[config.mk]
export PLATFORM = sky130hd
export DESIGN_NAME = tc_flat
export DESIGN_NICKNAME = d
export VERILOG_FILES = /design/src/rtl/tc_if.sv /design/src/rtl/tc.sv /design/src/flat_wrapper.sv
export SDC_FILE = /design/constraint.sdc
export NUM_CORES = 1
export LEC_CHECK = 0
export BUFFER_PORTS_ARGS = -buffer_cell sky130_fd_sc_hd__buf_2
export CAP_MARGIN = 40
export CORE_MARGIN = 2
export CORE_UTILIZATION = 54
export DETAILED_ROUTE_END_ITERATION = 16
export GPL_TIMING_DRIVEN = 1
export PLACE_DENSITY = 0.86
export SLEW_MARGIN = 15
export SYNTH_ARGS = -nofsm -noshare
export SYNTH_HDL_FRONTEND = slang
export SYNTH_SLANG_ARGS = --single-unit
[constraint.sdc]
create_clock -name clk -period 3.8 [get_ports clk]
set_input_delay 0.38 -clock clk [delete_from_list [all_inputs] [get_ports clk]]
set_output_delay 0.38 -clock clk [all_outputs]
set_load 0.02 [all_outputs]
[src/rtl/tc_if.sv]
// Data-memory bus bundle between the MEM stage/bridge and the countdown timer.
interface tc_if;
  logic [31:0] A;
  logic [31:0] WD;
  logic [3:0]  be;
  logic        Wr;
  logic [31:0] DR;
  logic        IRQ;

  modport master (output A, output WD, output be, output Wr, input DR, input IRQ);
  modport slave  (input A, input WD, input be, input Wr, output DR, output IRQ);
endinterface

[src/rtl/tc.sv]
// Memory-mapped countdown timer: CTRL/PRESET/COUNT registers, one-shot and
// auto-reload modes, interrupt request masked by CTRL.IM.
module tc (
  input  logic clk,
  input  logic rst,
  tc_if.slave  bus
);

  localparam logic [1:0] S_IDLE = 2'd0;
  localparam logic [1:0] S_LOAD = 2'd1;
  localparam logic [1:0] S_CNT  = 2'd2;
  localparam logic [1:0] S_INT  = 2'd3;

  logic [3:0]  ctrl;
  logic [31:0] preset;
  logic [31:0] count;
  logic [1:0]  state;
  logic        irq_flag;

  logic        en;
  logic        auto_reload;
  logic        sel_ctrl;
  logic        sel_preset;
  logic        unused_a;

  assign en          = ctrl[0];
  assign auto_reload = (ctrl[2:1] == 2'b01);
  assign sel_ctrl    = bus.Wr && (bus.A[3:2] == 2'd0);
  assign sel_preset  = bus.Wr && (bus.A[3:2] == 2'd1);
  assign unused_a    = ^{bus.A[31:4], bus.A[1:0]};

  // Byte-lane merge: enabled lanes take store data, others keep old value.
  function automatic logic [31:0] lane_merge(input logic [31:0] old,
                                             input logic [31:0] wd,
                                             input logic [3:0]  be);
    logic [31:0] r;
    r = old;
    for (int i = 0; i < 4; i++) begin
      if (be[i]) r[8*i +: 8] = wd[8*i +: 8];
    end
    return r;
  endfunction

  // CTRL: FSM clears Enable at end of one-shot; a same-cycle CPU store wins.
  always_ff @(posedge clk or negedge rst) begin
    if (!rst) begin
      ctrl <= 4'd0;
    end else begin
      if (state == S_INT && !auto_reload) ctrl[0] <= 1'b0;
      if (sel_ctrl && bus.be[0]) ctrl <= bus.WD[3:0];
    end
  end

  // PRESET: plain byte-enabled register, sampled by the FSM only in LOAD.
  always_ff @(posedge clk or negedge rst) begin
    if (!rst) begin
      preset <= 32'd0;
    end else if (sel_preset) begin
      preset <= lane_merge(preset, bus.WD, bus.be);
    end
  end

  // Counter FSM with COUNT and irq_flag; FSM set of irq_flag overrides a CTRL-store clear.
  always_ff @(posedge clk or negedge rst) begin
    if (!rst) begin
      state    <= S_IDLE;
      count    <= 32'd0;
      irq_flag <= 1'b0;
    end else begin
      if (sel_ctrl) irq_flag <= 1'b0;
      case (state)
        S_IDLE: begin
          if (en) state <= S_LOAD;
        end
        S_LOAD: begin
          if (!en) begin
            state <= S_IDLE;
          end else begin
            count <= preset;
            state <= S_CNT;
          end
        end
        S_CNT: begin
          if (!en) begin
            state <= S_IDLE;
          end else if (count > 32'd1) begin
            count <= count - 32'd1;
          end else begin
            count    <= 32'd0;
            irq_flag <= 1'b1;
            state    <= S_INT;
          end
        end
        default: begin
          if (auto_reload) begin
            irq_flag <= 1'b0;
            state    <= en ? S_LOAD : S_IDLE;
          end else begin
            state <= S_IDLE;
          end
        end
      endcase
    end
  end

  // Read mux: zero-wait-state loads decoded from A[3:2].
  always_comb begin
    bus.DR = 32'd0;
    case (bus.A[3:2])
      2'd0:    bus.DR = {28'd0, ctrl};
      2'd1:    bus.DR = preset;
      2'd2:    bus.DR = count;
      default: bus.DR = 32'd0;
    endcase
  end

  assign bus.IRQ = irq_flag & ctrl[3];

endmodule
[src/flat_wrapper.sv]
// flat-port wrapper written by rule: the top's interface ports become plain ports
module tc_flat 
  (clk, rst, bus_A, bus_WD, bus_be, bus_Wr, bus_DR, bus_IRQ);
  tc_if bus_i ();
  input  logic clk;
  input  logic rst;
  input wire logic [$bits(bus_i.A)-1:0] bus_A;
  input wire logic [$bits(bus_i.WD)-1:0] bus_WD;
  input wire logic [$bits(bus_i.be)-1:0] bus_be;
  input wire logic [$bits(bus_i.Wr)-1:0] bus_Wr;
  output wire logic [$bits(bus_i.DR)-1:0] bus_DR;
  output wire logic [$bits(bus_i.IRQ)-1:0] bus_IRQ;
  assign bus_i.A = bus_A;
  assign bus_i.WD = bus_WD;
  assign bus_i.be = bus_be;
  assign bus_i.Wr = bus_Wr;
  assign bus_DR = bus_i.DR;
  assign bus_IRQ = bus_i.IRQ;
  tc u_core (.clk(clk), .rst(rst), .bus(bus_i));
endmodule
# [Word level (Yosys, flattened, before mapping)]
# Index checks and enable logic that the tools add are counted.
[totals] rom_bits=0 reg_bits=71 latch_bits=0 mem_bits_rw=0 in_bits=71 memories=0
[op_classes] multipliers=0 bitwise=1 add_sub_neg=1 n_reduce_logical=16 shift=0 mux=19 n_lt_le_gt_ge=1 n_div=0 eq_ne=10
[op_table] operator="$mux 32" n=3
[op_table] operator="$pmux 32 s3" n=1
[op_table] operator="$pmux 32 s2" n=1
[op_table] operator="$gt 32x1->1 const B" n=1
[op_table] operator="$sub 32x1->32 const B" n=1
[op_table] operator="$mux 2" n=5
[op_table] operator="$reduce_and 2->1" n=5
[op_table] operator="$mux 1" n=7
[op_table] operator="$eq 2x1->1 const B" n=3
[op_table] operator="$eq 2x2->1 const B" n=3
[op_table] operator="$ne 2x1->1 const B" n=3
[op_table] operator="$pmux 2 s3" n=1
[op_table] operator="$logic_and 1x1->1" n=4
[op_table] operator="$logic_not 2->1" n=2
[op_table] operator="$reduce_bool 2->1" n=2
[op_table] operator="$ne 3x3->1 const B" n=1
[op_table] operator="$reduce_and 3->1" n=1
[op_table] operator="$pmux 1 s2" n=1
[op_table] operator="$reduce_or 2->1" n=1
[op_table] operator="$and 1x1->1" n=1
[op_table] operator="$logic_not 1->1" n=1

# [Depth between registers and ports, before layout]
# Gate-level depths: netlist of the first run.
[logic_depth] word_depth=6 mapped_depth=10 mapped_depth_nobuf=8

# [Least setup slack after synthesis of the first run]
# No wires, ideal clock.
[synth_path] path_type="register to register" from="register u_core.count[25]" to="register u_core.count[19]" slack_ps=1156 setup_ps=126 required_time_ps=3674 path_stages_with_launch=8 t_arrival_ps=2518 n_path_buf=1 cell_sequence="dfrtp_1 > or4_1 > buf_2 > or4_4 > or4_4 > nand2_4 > o21ai_1 > a221o_1"
[synth_via] elab_chain_cells=4
[synth_lines] item="start: declaration" line="tc.sv:16" rtl="logic [31:0] count;"
[synth_lines] item="start signal: assignment" line="tc.sv:79" rtl="count <= preset;"
[synth_lines] item="start signal: assignment" line="tc.sv:87" rtl="count <= count - 32'd1;"
[synth_lines] item="$gt 32x1->1" line="tc.sv:86" rtl="end else if (count > 32'd1) begin"
[synth_lines] item="$mux 32" line="tc.sv:86"
[synth_lines] item="$mux 32" line="tc.sv:84" rtl="if (!en) begin"
[synth_lines] item="$pmux 32 s2" line="tc.sv:71" rtl="case (state)"
# No other way between the ends. The select of a mux whose other input is x is not followed.
# A chain may end at the register's enable or synchronous reset.

# [Worst setup path in the final report of the first run]
[layout_path] from="register u_core.count[25]" to="register u_core.count[18]"
# The elaborated chain is that of the path after synthesis.

==> results_tabular.tex, run 1 <==
\begin{tabular}{lr}
\hline
Metric & Value \\
\hline
\multicolumn{2}{l}{\textbf{Timing}} \\
Worst path setup slack after routing & 0.8241 ns \\
Least-Margin Pin Slew & 0.8384 ns \\
Largest clock skew in the final design & approximately 0.008 ns \\
TNS Setup & 0 ns \\
Final Hold Fails & 0 \\
Maximum clock rate & roughly 340 MHz \\
Min Tclk post-route & 2.976 ns \\
Slew Limit Fails & 0 \\
Tcrit/Tclk final & 78.31\% \\
RSZ-0062 raised after global routing & false \\
Endpoints failing setup & 0 \\
Tightest slew margin relative to the limit & between 40\% and 50\% \\
\multicolumn{2}{l}{\textbf{Logic synthesis}} \\
Synth warn & 0 \\
Multiplexer area fraction after synthesis & approximately 10\% \\
Post-synthesis compound-gate area fraction & about a quarter \\
Net count of the mapped netlist & $\sim$500 \\
Largest family of logic cells by synthesized area & compound AO/OA/AOI/OAI gates \\
Cell area after synthesis & 4131 µm² \\
Cell count after synthesis & 420 \\
Count of flip-flops with a built-in enable after synthesis & 0 \\
Syn\_area\_per\_cell & 9.837 µm² \\
Sequential fraction of the synthesis area & between 40\% and 50\% \\
Flip-flop cell with the highest count after synthesis & sky130\_fd\_sc\_hd\_\_dfrtp\_1 \\
Async set or reset register ratio after synthesis & 100.0\% \\
Parity-gate share of the synthesized area counting xor and xnor cells & 0\% \\
Seq cells post-synth & between 70 and 80 \\
Simple-Gate Fraction of Synth Area & around 16\% \\
Number of distinct library cells after synthesis & 56 \\
Arithmetic-cell share of the synthesized area counting full adders, half adders and majority gates & under 10\% \\
\multicolumn{2}{l}{\textbf{Setup path}} \\
Data arrival time of the worst path & 3.17 ns \\
Max FO, Critical Path & 14 \\
Required time at the endpoint of the critical path & 4.00 ns \\
Worst setup path class & reg -> reg \\
Critical path endpoint category & flip-flop \\
Worst setup slack for register-to-register paths & between 0.8 and 0.9 ns \\
Startpoint class of the critical path & flip-flop \\
\multicolumn{2}{l}{\textbf{Place}} \\
HPWL after detailed placement & $\sim$7900 µm \\
Number of port buffers & 73 \\
Inst Count DP & around 580 \\
Final weighted congestion of routability-driven global placement & roughly 0.90 \\
Setup Slack @ Placement & 0.8823 ns \\
Dpl cell area & approximately 4600 µm² \\
\multicolumn{2}{l}{\textbf{GRT}} \\
Pin count of the biggest net entering global routing & 34 \\
Antenna violations before repair & 0 \\
All-layer global routing usage & 27.52\% \\
Most congested layer reported by global routing & met2 \\
Vias in the first global route & roughly 3600 \\
First-pass GRT wire length & 18330 µm \\
Global routing met3 resource utilization & 5.975\% \\
GRT met1 Usage & between 30\% and 40\% \\
Met2 layer usage reported by global route & between 40 and 50\% \\
Grt ovf & 0 \\
\multicolumn{2}{l}{\textbf{Power and ir drop}} \\
Largest voltage drop on the vdd net & roughly 0.00039 V \\
P\_leak & between 2 and 2.5 nW \\
Power density cells & approximately 750 nW/µm² \\
\multicolumn{2}{l}{\textbf{Layout}} \\
Fill cells & 613 \\
Commonest non-fill, non-tap cells in the layout & 73 x sky130\_fd\_sc\_hd\_\_buf\_2, 71 x sky130\_fd\_sc\_hd\_\_dfrtp\_1, 34 x sky130\_fd\_sc\_hd\_\_mux2\_2 \\
Nets@finish & around 570 \\
Post-route standard cell area excluding fillers & 4761 µm² \\
Layout cells sized above 1 & approximately 29\% \\
Non-Filler Instances & 592 \\
Total inserted antenna cells & 0 \\
Area grow syn2layout & 15.23\% \\
Commonest non-fill, non-tap cell in the layout & sky130\_fd\_sc\_hd\_\_buf\_2 \\
\multicolumn{2}{l}{\textbf{Floorplan}} \\
Number of top-level pins & approximately 100 \\
Die Outline Area & roughly 8400 µm² \\
Count of standard-cell rows & 31 \\
Die height & $\sim$90 µm \\
Initial Util & 56.36\% \\
Area of the core region & 7331 µm² \\
Horizontal extent of the die & roughly 90 µm \\
\multicolumn{2}{l}{\textbf{Clock network}} \\
Number of gates resized after cts & 0 \\
Post-CTS Hold Fix Bufs & 1 \\
Clk\_lat worst skew & between 0.3 and 0.4 ns \\
TritonCTS clock tree & done \\
CTS buffer count & 9 \\
Total clock sinks & 71 \\
Max H-tree Level & 3 \\
Post-CTS setup repair buffer count & 0 \\
Clock-pin slew on the worst setup and hold paths & 0.07 ns \\
CTS root buf & sky130\_fd\_sc\_hd\_\_clkbuf\_8 \\
CTS Buffer Depth & 2 \\
\multicolumn{2}{l}{\textbf{Detailed routing}} \\
Drt initial violations & around 370 \\
DRC & 0 \\
Vias & 3850 \\
Total wirelength of the detailed-routed design & 11130 µm \\
Via/cell ratio & about 6.5 \\
DR WL/cell & about 19 µm \\
Initial DRT Pass Iterations & 5 \\
Post-detailed-route count of antenna-violating nets & 0 \\
\multicolumn{2}{l}{\textbf{Status}} \\
Status & finished, final reports clean \\
\multicolumn{2}{l}{\textbf{Flow run}} \\
Number of violations of the max-capacitance limit & 0 \\
\multicolumn{2}{l}{\textbf{Hold path}} \\
Class of the most critical hold timing path & in -> reg \\
\hline
\end{tabular}
metrics by stage:
stage          hold WS (ns)  util, %  power [mW]
6_report             0.2575    64.94       3.582
5_1_grt              0.2468    64.94       3.822
4_1_cts              0.2518    64.94       3.550
3_5_place_dp         0.3598    62.49       2.989
3_3_place_gp         0.3696    62.28       2.873
2_1_floorplan       0.08441        -       2.521
where the power goes:
group,switching [mW],leakage [nW],internal [mW]
combinational,1.02,1.14,0.647
sequential,0.346,0.875,1.02
clock,0.266,0.0850,0.275
total,1.64,2.10,1.94
layout make-up:
cell class	count	area, µm²	area share [%]
clock buffer	16	170.2	3.574
multi-input combinational	301	2150	45.15
timing repair buffer	85	465.4	9.777
sequential	71	1777	37.32
tap	99	123.9	2.602
inverter	20	75.07	1.577
sequential cells by signal, summed over array words and instances, names as in the netlist:
name and count:
u_core.irq_flag 1, u_core.ctrl 4, u_core.count 32, u_core.preset 32, u_core.state 2
layer usage:
| layer | share of wire, % | up-vias |
|---|---|---|
| li1 | - | 1744 |
| met1 | 40 | 1846 |
| met2 | 49 | 229 |
| met3 | 8.9 | 31 |
| met4 | 2.3 | 0 |
| met5 | 0 | - |
cell usage after synthesis (2+ instances only):
cell | count | area share, %
sky130_fd_sc_hd__nor2_2 | 2 | 0.30
sky130_fd_sc_hd__clkbuf_1 | 20 | 1.8
sky130_fd_sc_hd__a311oi_1 | 2 | 0.42
sky130_fd_sc_hd__mux2i_1 | 4 | 0.97
sky130_fd_sc_hd__nor4_1 | 7 | 1.1
sky130_fd_sc_hd__mux2_2 | 34 | 9.3
sky130_fd_sc_hd__dfrtp_1 | 71 | 43
sky130_fd_sc_hd__a21oi_1 | 15 | 1.8
sky130_fd_sc_hd__or4_4 | 2 | 0.55
sky130_fd_sc_hd__o22ai_1 | 9 | 1.4
sky130_fd_sc_hd__o311ai_0 | 3 | 0.64
sky130_fd_sc_hd__nor2_1 | 20 | 1.8
sky130_fd_sc_hd__a32oi_1 | 13 | 2.8
sky130_fd_sc_hd__nand2_1 | 32 | 2.9
sky130_fd_sc_hd__o221ai_1 | 2 | 0.42
sky130_fd_sc_hd__nand2b_1 | 4 | 0.61
sky130_fd_sc_hd__nor4_2 | 2 | 0.61
sky130_fd_sc_hd__and3_1 | 5 | 0.76
sky130_fd_sc_hd__inv_1 | 20 | 1.8
sky130_fd_sc_hd__o21ai_1 | 2 | 0.24
sky130_fd_sc_hd__a22oi_1 | 9 | 1.6
sky130_fd_sc_hd__a22o_1 | 28 | 5.9
sky130_fd_sc_hd__nor2b_1 | 2 | 0.30
sky130_fd_sc_hd__or4_1 | 5 | 0.91
sky130_fd_sc_hd__or3_1 | 2 | 0.30
sky130_fd_sc_hd__o211ai_1 | 7 | 1.3
sky130_fd_sc_hd__nand4_1 | 2 | 0.30
sky130_fd_sc_hd__ha_1 | 7 | 2.1
sky130_fd_sc_hd__nor3_1 | 15 | 1.8
sky130_fd_sc_hd__a211oi_1 | 2 | 0.36
sky130_fd_sc_hd__o2bb2ai_1 | 4 | 0.85
sky130_fd_sc_hd__buf_2 | 4 | 0.48
sky130_fd_sc_hd__a31oi_1 | 3 | 0.45
sky130_fd_sc_hd__o21ai_0 | 25 | 3.0
sky130_fd_sc_hd__a221o_1 | 2 | 0.48
sky130_fd_sc_hd__nand3_1 | 14 | 1.7
path summary, 6_finish.rpt:
kind                              startpoint                 to  cells past startpoint
setup / recovery            u_core.count[25]   u_core.count[18]                      7
hold / removal                    bus_WD[15]  u_core.preset[15]                      2
setup reg to reg            u_core.count[25]   u_core.count[18]                      7
hold reg to reg            u_core.preset[27]  u_core.preset[27]                      1
max in group asynchronous                rst   u_core.count[17]                      3
min in group asynchronous                rst   u_core.preset[1]                      2
critical path: stages, from the launching register on:
cell and delay [ns]:
sky130_fd_sc_hd__dfrtp_1 0.44, sky130_fd_sc_hd__or4_1 0.65, sky130_fd_sc_hd__or4_4 0.50, sky130_fd_sc_hd__nor4_4 0.51, sky130_fd_sc_hd__nor2_2 0.20, sky130_fd_sc_hd__buf_4 0.24
sky130_fd_sc_hd__a32oi_1 0.20, sky130_fd_sc_hd__o22ai_1 0.10
logic make-up (layout without fill, tap and decap cells):
kind of cell    count (synthesis)  in the layout
simple gates                  122            122
compound gates                134            134
mux                            38             38
flops                          71             71
fa+ha+maj                       7              7
buf+inv                        48            121
Power figures use the tool's default switching activity.
==> run 2, diff against run 1 <==
Settings changed: CORE_UTILIZATION 54 to 48, PLACE_DENSITY 0.86 to 0.81.
Clock period 3.8 ns to 2.7 ns, I/O delays scaled along.
==> run 2 against run 1 <==
  * Hold slack lost 0.12 ns
  * Die area grew 12%
  * First-iteration DRC count shrank 35%
  * Utilization shrank 5.3 points
  * Via count shrank 1.3%
  * Largest cell class unchanged
  * Clock skew grew 0.0037 ns
  * Cell count grew 4.2%
  * Cell area grew 4.0%
  * Critical path depth shrank 1
  * Combinational power grew 50%
==> results_tabular.tex, run 2 (synthesis gave the netlist of run 1 again) <==
\begin{tabular}{lr}
\hline
Metric & Value \\
\hline
\multicolumn{2}{l}{\textbf{Setup path}} \\
Max FO, Critical Path & 4 \\
Required time at the endpoint of the critical path & between 2 and 3 ns \\
Worst path top cell family by delay & simple AND/OR/NAND/NOR gates \\
Worst path most repeated cell & sky130\_fd\_sc\_hd\_\_or4\_4 \\
Critical path endpoint category & flip-flop \\
Number of cells on the worst reg-to-reg path & 6 \\
Worst setup path class & reg -> reg \\
Maximum single-stage delay on the critical path & 0.61 ns \\
Critical path buffer and inverter count & 0 \\
FF-to-FF End & u\_core.count[21] \\
Start point of the critical path & u\_core.count[25] \\
Launch instance of the worst register-to-register path & u\_core.count[25] \\
Data arrival time of the worst path & between 2 and 3 ns \\
Worst setup slack for register-to-register paths & around 0.064 ns \\
Cell at the slowest stage of the critical path & sky130\_fd\_sc\_hd\_\_or4\_4 \\
Startpoint class of the critical path & flip-flop \\
Crit path cell chain & or4\_1, or4\_4, or4\_4, nand3\_2, nor4\_1, a221o\_1 \\
\multicolumn{2}{l}{\textbf{Floorplan}} \\
Number of top-level pins & 104 \\
Horizontal extent of the die & between 90 and 100 µm \\
Die height & roughly 97 µm \\
Initial Util & about 50\% \\
Area of the core region & approximately 8300 µm² \\
Count of standard-cell rows & 33 \\
Die Outline Area & about 9400 µm² \\
\multicolumn{2}{l}{\textbf{Layout}} \\
Registers with the most flip-flops & u\_core.count: 32 flops, u\_core.preset: 32 flops, u\_core.ctrl: 4 flops \\
Commonest non-fill, non-tap cell in the layout & sky130\_fd\_sc\_hd\_\_buf\_2 \\
Area grow syn2layout & 19.87\% \\
Nets@finish & approximately 590 \\
Area of combinational cells with multiple inputs & approximately 2200 µm² \\
Commonest non-fill, non-tap cells in the layout & 73 x sky130\_fd\_sc\_hd\_\_buf\_2, 71 x sky130\_fd\_sc\_hd\_\_dfrtp\_1, 34 x sky130\_fd\_sc\_hd\_\_mux2\_2 \\
Total inserted antenna cells & 0 \\
Fill cells & 727 \\
Area of all sequential standard cells & 1777 µm² \\
Layout cells sized above 1 & between 30 and 40\% \\
\multicolumn{2}{l}{\textbf{Timing}} \\
Largest clock skew in the final design & 0.01154 ns \\
Min Tclk post-route & 2.636 ns \\
Tightest slew margin relative to the limit & 56.36\% \\
Endpoints failing setup & 0 \\
Maximum clock rate & about 380 MHz \\
Tcrit/Tclk final & 97.64\% \\
Least-Margin Pin Slew & $\sim$0.65 ns \\
RSZ-0062 raised after global routing & false \\
Slew Limit Fails & 0 \\
Final Hold Fails & 0 \\
TNS Setup & 0 ns \\
Worst path setup slack after routing & 0.06365 ns \\
\multicolumn{2}{l}{\textbf{Detailed routing}} \\
Initial DRT Pass Iterations & 5 \\
Total wirelength of the detailed-routed design & around 11000 µm \\
Post-detailed-route count of antenna-violating nets & 0 \\
DR WL/cell & about 18 µm \\
Via/cell ratio & 6.160 \\
Drt initial violations & 238 \\
DRC & 0 \\
Vias & approximately 3800 \\
\multicolumn{2}{l}{\textbf{Clock network}} \\
Max H-tree Level & 3 \\
Clock-pin slew on the worst setup and hold paths & $\sim$0.070 ns \\
CTS Buffer Depth & 2 \\
TritonCTS clock tree & done \\
CTS buffer count & 9 \\
Clk\_lat worst skew & 0.35 ns \\
CTS root buf & sky130\_fd\_sc\_hd\_\_clkbuf\_8 \\
Total clock sinks & 71 \\
\multicolumn{2}{l}{\textbf{Power and ir drop}} \\
P\_leak & 2.221 nW \\
Clock share of power & 15.5\% \\
Seq pwr share & 36.3\% \\
Power share of the combinational group & 48.2\% \\
Power density cells & 1053 nW/µm² \\
Share of total power consumed by net switching & 44.45\% \\
Power Total & between 5 and 6 mW \\
Largest voltage drop on the vdd net & approximately 0.00054 V \\
Reported net switching power & 2.319 mW \\
Internal power & roughly 2.9 mW \\
\multicolumn{2}{l}{\textbf{Flow run}} \\
Number of violations of the max-capacitance limit & 0 \\
\multicolumn{2}{l}{\textbf{Hold path}} \\
Hold Path Cell Cnt & 3 \\
Startpoint of the worst hold path & bus\_WD[0] \\
Endpoint with the worst hold slack & u\_core.ctrl[0] \\
Class of the most critical hold timing path & in -> reg \\
\multicolumn{2}{l}{\textbf{Place}} \\
HPWL after detailed placement & between 7000 and 8000 µm \\
Setup Slack @ Placement & between 0.08 and 0.09 ns \\
Final weighted congestion of routability-driven global placement & between 0.8 and 0.9 \\
Number of port buffers & 73 \\
\multicolumn{2}{l}{\textbf{GRT}} \\
Antenna violations before repair & 0 \\
Pin count of the biggest net entering global routing & between 40 and 50 \\
Vias in the first global route & about 3800 \\
All-layer global routing usage & 24.18\% \\
Grt ovf & 0 \\
First-pass GRT wire length & 18600 µm \\
\multicolumn{2}{l}{\textbf{Status}} \\
Status & finished, final reports clean \\
\hline
\end{tabular}
==> run 2: how the worst max path moves through the flow <==
stage,end,slack [ns],depth (start not counted)
floorplan,u_core.count[19],0.06,7
global placement,u_core.count[19],0.09,6
detailed placement,u_core.count[21],0.08,6
CTS,u_core.count[21],0.06,6
global route,u_core.count[31],0.003,8
finish,u_core.count[21],0.06,6
==> run 2: area by class of cell <==
cell class	instances	area share (%)
multi-input combinational	301	43.58
timing repair buffer	105	12.78
sequential	71	35.88
tap	105	2.653
clock buffer	10	2.577
clock inverter	5	1.011
inverter	20	1.516
==> run 2: stage by stage <==
step                      instances  hold WS [ns]  instance area, µm²  utilization [%]
after floorplan                 420      -0.02559                4131                -
after global placement          599        0.3291                4741            57.12
after detailed placement        599        0.3291                4741            57.12
after CTS                       615        0.1333                4928            59.38
after global routing            617        0.1359                4952            59.67
final                           617        0.1382                4952            59.67
==> run 2: repair_timing <==
item                                    CTS  global route
buffers inserted                          0             2
resized for setup                         0             1
hold endpoints to repair                 27             0
hold buffers                              1             0
endpoints found under the setup margin    0             2
==> run 2: routing by layer <==
layer | vias to the layer above | global-route usage, % | routed length [µm]
li1 | 1785 | - | -
met1 | 1837 | 32.49 | 4685
met2 | 159 | 38.46 | 5337
met3 | 20 | 5.925 | 742
met4 | 0 | 8.126 | 231
met5 | - | 0 | 0
==> run 2: tightest hold or removal path: cells and delay by family <==
family,cells,cell delay [ns]
AO/OA/AOI/OAI,1,0.06
buffers and inverters,1,0.08
AND/OR/NAND/NOR,1,0.04
==> run 2: power by group through the flow <==
stage	registers (mW)	logic, mW	clock network [mW]
2_1_floorplan	1.75	1.80	0
3_3_place_gp	1.87	2.38	0
3_5_place_dp	1.90	2.46	0
4_1_cts	1.88	2.48	0.826
5_1_grt	1.96	2.76	0.867
6_report	1.89	2.51	0.807
